[src/rtl/booth_pkg.sv]
// -----------------------------------------------------------------------------
// booth_pkg
// Shared definitions for the sequential Booth multiplier:
//   state_e     - multiplier FSM encoding (IDLE, RUN, DONE)
//   booth_op_e  - per-step operation picked from {Qr[0], q_1}
//   cla4()      - one 4-bit carry-lookahead slice used by booth_addsub
// -----------------------------------------------------------------------------
package booth_pkg;

  typedef enum logic [1:0] {
    IDLE = 2'd0,
    RUN  = 2'd1,
    DONE = 2'd2
  } state_e;

  typedef enum logic [1:0] {
    NOP = 2'd0,
    ADD = 2'd1,
    SUB = 2'd2
  } booth_op_e;

  // 4-bit carry-lookahead slice: returns {carry_out, sum[3:0]}.
  // All carries are formed directly from generate/propagate terms and the
  // slice carry-in, so no ripple exists inside the slice.
  function automatic logic [4:0] cla4(input logic [3:0] a,
                                      input logic [3:0] b,
                                      input logic       cin);
    logic [3:0] g;
    logic [3:0] p;
    logic [4:0] c;
    g    = a & b;
    p    = a ^ b;
    c[0] = cin;
    c[1] = g[0] | (p[0] & c[0]);
    c[2] = g[1] | (p[1] & g[0]) | (p[1] & p[0] & c[0]);
    c[3] = g[2] | (p[2] & g[1]) | (p[2] & p[1] & g[0])
         | (p[2] & p[1] & p[0] & c[0]);
    c[4] = g[3] | (p[3] & g[2]) | (p[3] & p[2] & g[1])
         | (p[3] & p[2] & p[1] & g[0]) | (p[3] & p[2] & p[1] & p[0] & c[0]);
    return {c[4], p ^ c[3:0]};
  endfunction

endpackage

[src/rtl/booth_addsub.sv]
// -----------------------------------------------------------------------------
// booth_addsub
// Combinational N-bit adder/subtractor built from 4-bit CLA slices.
// The operand width is padded up to a multiple of 4; padding bits are zero
// and their sum bits are discarded.
//   a    in  N  first operand
//   b    in  N  second operand
//   sub  in  1  0: y = a + b, 1: y = a - b (a + ~b + 1)
//   y    out N  result, modulo 2^N
// -----------------------------------------------------------------------------
module booth_addsub #(
  parameter int N = 9
) (
  input  logic [N-1:0] a,
  input  logic [N-1:0] b,
  input  logic         sub,
  output logic [N-1:0] y
);
  import booth_pkg::*;

  localparam int NSL = (N + 3) / 4;

  // Slices are chained in one process so the carry between slices is a
  // local variable rather than a looped net.
  always_comb begin
    logic       carry;
    logic [3:0] a4;
    logic [3:0] b4;
    logic [4:0] r;
    // NOTE: every variable written here gets a value before any branch, so
    // no path can leave it holding its old value (which would infer a latch).
    y     = '0;
    a4    = '0;
    b4    = '0;
    r     = '0;
    carry = sub;  // subtraction: carry-in of 1 completes the two's complement
    for (int s = 0; s < NSL; s++) begin
      for (int j = 0; j < 4; j++) begin
        if (4 * s + j < N) begin
          a4[j] = a[4*s+j];
          b4[j] = b[4*s+j] ^ sub;
        end else begin
          a4[j] = 1'b0;
          b4[j] = 1'b0;
        end
      end
      r = cla4(a4, b4, carry);
      for (int j = 0; j < 4; j++) begin
        if (4 * s + j < N) begin
          y[4*s+j] = r[j];
        end
      end
      carry = r[4];
    end
  end

endmodule

[src/rtl/booth_mult_seq.sv]
// -----------------------------------------------------------------------------
// booth_mult_seq
// Sequential radix-2 Booth multiplier, WIDTH x WIDTH -> 2*WIDTH, signed or
// unsigned per operation. One Booth step per clock; WIDTH+1 steps per
// operation; start/busy/done handshake with back-to-back issue from DONE.
//   clk           in  1        rising-edge clock
//   rst           in  1        synchronous active-high reset (highest priority)
//   start         in  1        request, sampled only while not busy
//   signed_mode   in  1        1: two's-complement operands, 0: unsigned
//   multiplicand  in  WIDTH    M operand, captured with start
//   multiplier    in  WIDTH    Q operand, captured with start
//   busy          out 1        high while iterating (RUN)
//   done          out 1        one-cycle pulse, product valid
//   product       out 2*WIDTH  result, held until the next result or rst
// -----------------------------------------------------------------------------
module booth_mult_seq #(
  parameter int WIDTH = 8
) (
  input  logic                 clk,
  input  logic                 rst,
  input  logic                 start,
  input  logic                 signed_mode,
  input  logic [WIDTH-1:0]     multiplicand,
  input  logic [WIDTH-1:0]     multiplier,
  output logic                 busy,
  output logic                 done,
  output logic [2*WIDTH-1:0]   product
);
  import booth_pkg::*;

  localparam int CNT_W = $clog2(WIDTH + 2);
  // One extra datapath bit lets the same signed engine handle unsigned
  // operands (extension bit 0) and keeps A - M from overflowing when M is
  // the most negative WIDTH-bit value.
  localparam int DW = WIDTH + 1;
  localparam logic [CNT_W-1:0] LAST_CNT = CNT_W'(WIDTH);

  state_e                 state_q, state_d;
  logic [DW-1:0]          a_q, a_d;
  logic [DW-1:0]          qr_q, qr_d;
  logic [DW-1:0]          mr_q, mr_d;
  logic                   q1_q, q1_d;
  logic [CNT_W-1:0]       cnt_q, cnt_d;
  logic [2*WIDTH-1:0]     product_q, product_d;

  booth_op_e              op;
  logic                   do_sub;
  logic [DW-1:0]          addsub_y;
  logic [DW-1:0]          a_step;
  logic [DW-1:0]          a_sh;
  logic [DW-1:0]          qr_sh;
  logic                   m_ext;
  logic                   q_ext;

  // Booth recoding of the current multiplier bit pair {Qr[0], q_1}.
  always_comb begin
    unique case ({qr_q[0], q1_q})
      2'b01:   op = ADD;
      2'b10:   op = SUB;
      default: op = NOP;
    endcase
  end

  assign do_sub = (op == SUB);

  booth_addsub #(
    .N (DW)
  ) u_addsub (
    .a   (a_q),
    .b   (mr_q),
    .sub (do_sub),
    .y   (addsub_y)
  );

  assign a_step = (op == NOP) ? a_q : addsub_y;

  // Arithmetic right shift of {A, Qr, q_1}: A's MSB is replicated, A's LSB
  // moves into Qr, and Qr's LSB becomes the next q_1.
  assign a_sh  = {a_step[DW-1], a_step[DW-1:1]};
  assign qr_sh = {a_step[0], qr_q[DW-1:1]};

  assign m_ext = signed_mode & multiplicand[WIDTH-1];
  assign q_ext = signed_mode & multiplier[WIDTH-1];

  always_comb begin
    state_d   = state_q;
    a_d       = a_q;
    qr_d      = qr_q;
    mr_d      = mr_q;
    q1_d      = q1_q;
    cnt_d     = cnt_q;
    product_d = product_q;
    unique case (state_q)
      IDLE, DONE: begin
        if (start) begin
          a_d     = '0;
          q1_d    = 1'b0;
          cnt_d   = '0;
          mr_d    = {m_ext, multiplicand};
          qr_d    = {q_ext, multiplier};
          state_d = RUN;
        end else begin
          state_d = IDLE;
        end
      end
      RUN: begin
        a_d   = a_sh;
        qr_d  = qr_sh;
        q1_d  = qr_q[0];
        cnt_d = cnt_q + CNT_W'(1);
        if (cnt_q == LAST_CNT) begin
          // The full product fits in 2*WIDTH bits, so the top two bits of
          // {A, Qr} are pure sign/zero extension and are dropped.
          product_d = {a_sh[DW-3:0], qr_sh};
          state_d   = DONE;
        end
      end
      default: state_d = IDLE;
    endcase
  end

  // NOTE: state registers use non-blocking assignments so every flop samples
  // the values from before the edge, independent of statement order.
  always_ff @(posedge clk) begin
    if (rst) begin
      state_q   <= IDLE;
      a_q       <= '0;
      qr_q      <= '0;
      mr_q      <= '0;
      q1_q      <= 1'b0;
      cnt_q     <= '0;
      product_q <= '0;
    end else begin
      state_q   <= state_d;
      a_q       <= a_d;
      qr_q      <= qr_d;
      mr_q      <= mr_d;
      q1_q      <= q1_d;
      cnt_q     <= cnt_d;
      product_q <= product_d;
    end
  end

  assign busy    = (state_q == RUN);
  assign done    = (state_q == DONE);
  assign product = product_q;

endmodule

[config.mk]
export PLATFORM = sky130hd
export DESIGN_NAME = booth_mult_seq
export DESIGN_NICKNAME = d
export VERILOG_FILES = /design/src/rtl/booth_pkg.sv /design/src/rtl/booth_addsub.sv /design/src/rtl/booth_mult_seq.sv
export SDC_FILE = /design/constraint.sdc
export NUM_CORES = 1
export LEC_CHECK = 0
export ABC_AREA = 1
export BUFFER_PORTS_ARGS = -buffer_cell sky130_fd_sc_hd__buf_2
export CORE_ASPECT_RATIO = 0.9
export CORE_MARGIN = 2
export CORE_UTILIZATION = 60
export DETAILED_ROUTE_END_ITERATION = 12
export PLACE_DENSITY_LB_ADDON = 0.15
export SLEW_MARGIN = 20
export SYNTH_ARGS = -nofsm -noshare
export SYNTH_HDL_FRONTEND = slang
export SYNTH_SLANG_ARGS = --single-unit
[constraint.sdc]
create_clock -name clk -period 4.1 [get_ports clk]
set_input_delay 0.205 -clock clk [delete_from_list [all_inputs] [get_ports clk]]
set_output_delay 0.205 -clock clk [all_outputs]
set_load 0.05 [all_outputs]
==> results.txt <==
The flow ran to the end, and the final reports show no timing, DRC or antenna violations. Static timing analysis puts the maximum clock frequency at 0.3590 GHz. The mapped cell area is 0.002380 mm2, and the number of buffers added for setup after CTS is 0.

The reg-to-reg setup timing slack was 1.31 ns. STA classifies the critical path startpoint as a flip-flop. For the initial core utilization, the log shows 0.6334. The total track usage is 0.2496, and the clock input transition at the sequential cells of the worst setup and hold paths is 0.09 ns. The run gives 2 as the largest buffer count on any clock path.

Number of top-level pins: 38. The number of input and output port buffers inserted is 37, and the initial antenna violation count is 0. The synthesis-stage register bit count is 49. CTS placed an instance of sky130_fd_sc_hd__clkbuf_8 at the clock tree root. The library cell contributing the largest single delay on the critical path was sky130_fd_sc_hd__ha_1.

The part of the Yosys area used for sequential elements came out at 0.4122. The logs give 0 for the count of instances resized after the clock tree is built and 0 for the post-route DRC violation count. The filler cells instantiated in the layout total 326.

The first global-routing pass estimated 9.018 mm of wire. The worst-path maximum fanout is 11, and the final design instance area without fill is 0.002643 mm2. The logs give 0 for the final setup violation count and 0 for the number of nets with antenna violations after routing. The clock period minus worst slack is 2.786 ns.

The run gives 21 as the number of core rows. The sum of buffers and inverters on the critical path works out to 2. The worst setup path is captured at a flip-flop. In this run the vertical extent of the chip is 63.75 um. For the final-report hold violation count, the log shows 0.

TritonCTS built the clock tree. The horizontal die dimension is 70.39 um, and the post-detailed-route via-to-cell ratio is 5.433. The routed design has 5.187 mm of wire. Post-synthesis async set-or-reset flop share: 0.

After floorplanning, the core was sized to cover 0.003757 mm2. The relative slew slack is 0.5005, and the cell leakage power is 1.227 nW. For the worst clock skew, the log shows 0.007185 ns.

Max-slew violation total from the final report: 0. For the post-synthesis instance total, the log shows 314. After routing, the total negative slack on setup checks comes to 0 ns. Broken down by cell family, the worst path's largest delay share belongs to adder cells. After detailed placement, the total cell area comes to 0.002560 mm2.

Setup repair after global routing left no endpoint under its margin. A synthesized cell averages 7.579 um2. For this run, the post-layout net count is 378. The die covers 0.004487 mm2. The slew at the pin closest to its max-slew limit works out to 0.7485 ns. The number of synthesized flops with an enable pin was 0. The run gives 0.001220 mm2 as the area used by multi-input combinational logic. Among all flip-flop cells after synthesis, the most frequent one is sky130_fd_sc_hd__dfxtp_1. The number of hold buffers added after CTS was 0. The tree built by TritonCTS fans out to 49 sinks. The relative area change from synthesis to final layout was 11.04%; the number of H-tree levels was 2. The detailed router finished its first iteration with 155 violations. For the arrival time of the worst setup path, the log shows 3.02 ns.

Clock latency on the worst-skew pair, taken at its later pin, is 0.30 ns. Entering global routing, the biggest net connects 26 pins. Yosys mapped the design onto 34 distinct sky130hd cell types. After detailed routing, the average wire length per cell comes to 13.20 um. After legalization and detailed placement, the total HPWL measured 3.706 mm. The storage element area was 980.9 um2; the total CTS buffers was 5. The largest stage delay on the critical path works out to 0.53 ns. The critical path goes through ha_1 -> xor2_1 -> ha_1 -> inv_1 -> nand2_1 -> nand3_1 -> nand2_2 -> inv_1 -> fa_1 -> nand2_1 -> o21ai_1 -> or2_1 -> a21oi_1. The number of antenna diodes in the final layout is 0. The via count of the first global-routing pass is 2009, and the part of the cycle the worst path needs is 0.6795. The worst setup path is of the reg -> reg kind. Routability-driven placement finished with a final weighted congestion of 0.9105.

For this run, the number of Yosys warnings is 0. When the netlist entered floorplanning its net count stood at 346. The share of layout cells above drive strength 1 was 0.1844; the reported max-cap violation count was 0.

The tools report the iteration count of the initial detailed-routing pass as 4. In this run the worst hold path is classified as in -> reg. Summing over every cut layer, the via total after detailed routing is 2135. VDD sags by at most 0.2003 mV.

The endpoint required time on the critical path is 4.33 ns, and the power per unit of standard cell area is 354.3 mW/mm2. After global routing the overflow that remains totals 0.
==> power breakdown <==
group	total, W	internal (W)	switching, W
clock	0.000280	0.000119	0.000161
combinational	0.000149	0.0000529	0.0000960
sequential	0.000508	0.000494	0.0000141
==> sequential cells by signal, summed over array words and instances (netlist names) <==
signal,count
product,16
qr_q,9
a_q,8
mr_q,9
cnt_q,4
q1_q,1
state_q,2
==> worst register-to-register path, stage by stage (launching register included) <==
cell and delay, ns:
sky130_fd_sc_hd__dfxtp_1 0.37, sky130_fd_sc_hd__ha_1 0.54, sky130_fd_sc_hd__xor2_1 0.14, sky130_fd_sc_hd__ha_1 0.37, sky130_fd_sc_hd__inv_1 0.06, sky130_fd_sc_hd__nand2_1 0.10, sky130_fd_sc_hd__nand3_1 0.10, sky130_fd_sc_hd__nand2_2 0.08
sky130_fd_sc_hd__inv_1 0.07, sky130_fd_sc_hd__fa_1 0.43, sky130_fd_sc_hd__nand2_1 0.07, sky130_fd_sc_hd__o21ai_1 0.07, sky130_fd_sc_hd__or2_1 0.21, sky130_fd_sc_hd__a21oi_1 0.11
==> stage by stage <==
step	setup slack (ns)	hold WS, ns	util	power, W	std cells
after floorplan	1.698	0.3488	-	0.0006309	314
after global placement	1.464	0.4506	0.6813	0.0006606	385
after CTS	1.322	0.1488	0.7033	0.0009361	393
after global routing	1.122	0.1709	0.7033	0.0009799	393
after detailed placement	1.346	0.4565	0.6813	0.0006655	385
final	1.314	0.1468	0.7033	0.0009362	393
==> cell type report <==
class | instances | area share
sequential | 49 | 0.3712
timing repair buffer | 38 | 0.07292
tap | 46 | 0.02178
inverter | 29 | 0.04119
multi-input combinational | 223 | 0.4616
clock buffer | 6 | 0.02746
clock inverter | 2 | 0.003788
==> synthesized netlist by cell type (2+ instances only) <==
| cell type | number | area share |
|---|---|---|
| sky130_fd_sc_hd__ha_1 | 11 | 0.058 |
| sky130_fd_sc_hd__o21ai_1 | 9 | 0.019 |
| sky130_fd_sc_hd__clkbuf_1 | 3 | 0.0047 |
| sky130_fd_sc_hd__buf_2 | 8 | 0.017 |
| sky130_fd_sc_hd__nor2_1 | 26 | 0.041 |
| sky130_fd_sc_hd__nand3_1 | 27 | 0.057 |
| sky130_fd_sc_hd__inv_1 | 22 | 0.035 |
| sky130_fd_sc_hd__a21oi_2 | 4 | 0.015 |
| sky130_fd_sc_hd__xnor2_1 | 3 | 0.011 |
| sky130_fd_sc_hd__a21o_1 | 2 | 0.0063 |
| sky130_fd_sc_hd__a31oi_1 | 7 | 0.018 |
| sky130_fd_sc_hd__or2_1 | 2 | 0.0053 |
| sky130_fd_sc_hd__xor2_1 | 9 | 0.033 |
| sky130_fd_sc_hd__or2_2 | 2 | 0.0053 |
| sky130_fd_sc_hd__inv_2 | 6 | 0.0095 |
| sky130_fd_sc_hd__a21oi_1 | 19 | 0.040 |
| sky130_fd_sc_hd__a221oi_1 | 4 | 0.015 |
| sky130_fd_sc_hd__nand2_1 | 75 | 0.12 |
| sky130_fd_sc_hd__dfxtp_1 | 49 | 0.41 |
| sky130_fd_sc_hd__o21ai_0 | 10 | 0.021 |
| sky130_fd_sc_hd__nand2_2 | 3 | 0.0079 |
==> final timing paths <==
kind | from | endpoint | cells past startpoint
min reg2reg | qr_q[4]$_SDFFE_PP0P_ | product[3]$_SDFFE_PP0P_ | 2
max reg2reg | qr_q[0]$_SDFFE_PP0P_ | a_q[3]$_SDFFE_PP0P_ | 13
max | qr_q[0]$_SDFFE_PP0P_ | a_q[3]$_SDFFE_PP0P_ | 13
min | multiplier[1] | qr_q[1]$_SDFFE_PP0P_ | 3
==> layout by cell type (no fill, tap or decap), types with 2 or more instances in the layout <==
master and n:
sky130_fd_sc_hd__nand2_1 75, sky130_fd_sc_hd__buf_2 37, sky130_fd_sc_hd__a221oi_1 4, sky130_fd_sc_hd__a21oi_1 19, sky130_fd_sc_hd__clkbuf_8 5, sky130_fd_sc_hd__inv_1 22
sky130_fd_sc_hd__nand3_1 27, sky130_fd_sc_hd__a31oi_1 7, sky130_fd_sc_hd__ha_1 11, sky130_fd_sc_hd__a21oi_2 4, sky130_fd_sc_hd__o21ai_1 9, sky130_fd_sc_hd__dfxtp_1 49
sky130_fd_sc_hd__a21o_1 2, sky130_fd_sc_hd__xor2_1 9, sky130_fd_sc_hd__inv_2 6, sky130_fd_sc_hd__nor2_1 26, sky130_fd_sc_hd__or2_1 2, sky130_fd_sc_hd__clkinv_2 2
sky130_fd_sc_hd__o21ai_0 10, sky130_fd_sc_hd__nand2_2 3, sky130_fd_sc_hd__or2_2 2, sky130_fd_sc_hd__xnor2_1 3
==> cell families after synthesis <==
| logic type | after synthesis | synth area share |
|---|---|---|
| and+or+nand+nor | 141 | 0.2587 |
| AOI/OAI and AO/OA | 58 | 0.1435 |
| DFF | 49 | 0.4122 |
| buffers and inverters | 42 | 0.07518 |
| xor gates and xnor gates | 12 | 0.04417 |
| adders and majority gates | 12 | 0.06625 |
==> per-layer routing <==
layer  wire length [um]  global-route usage  vias to the layer above
met1               2539              0.3293                      984
met4                 65             0.08654                        0
met5                  0                   0                        -
met3                288             0.04890                        7
met2               2293              0.4092                       59
li1                   -                   -                     1085
Note: power is estimated with default switching activity, not from simulation.
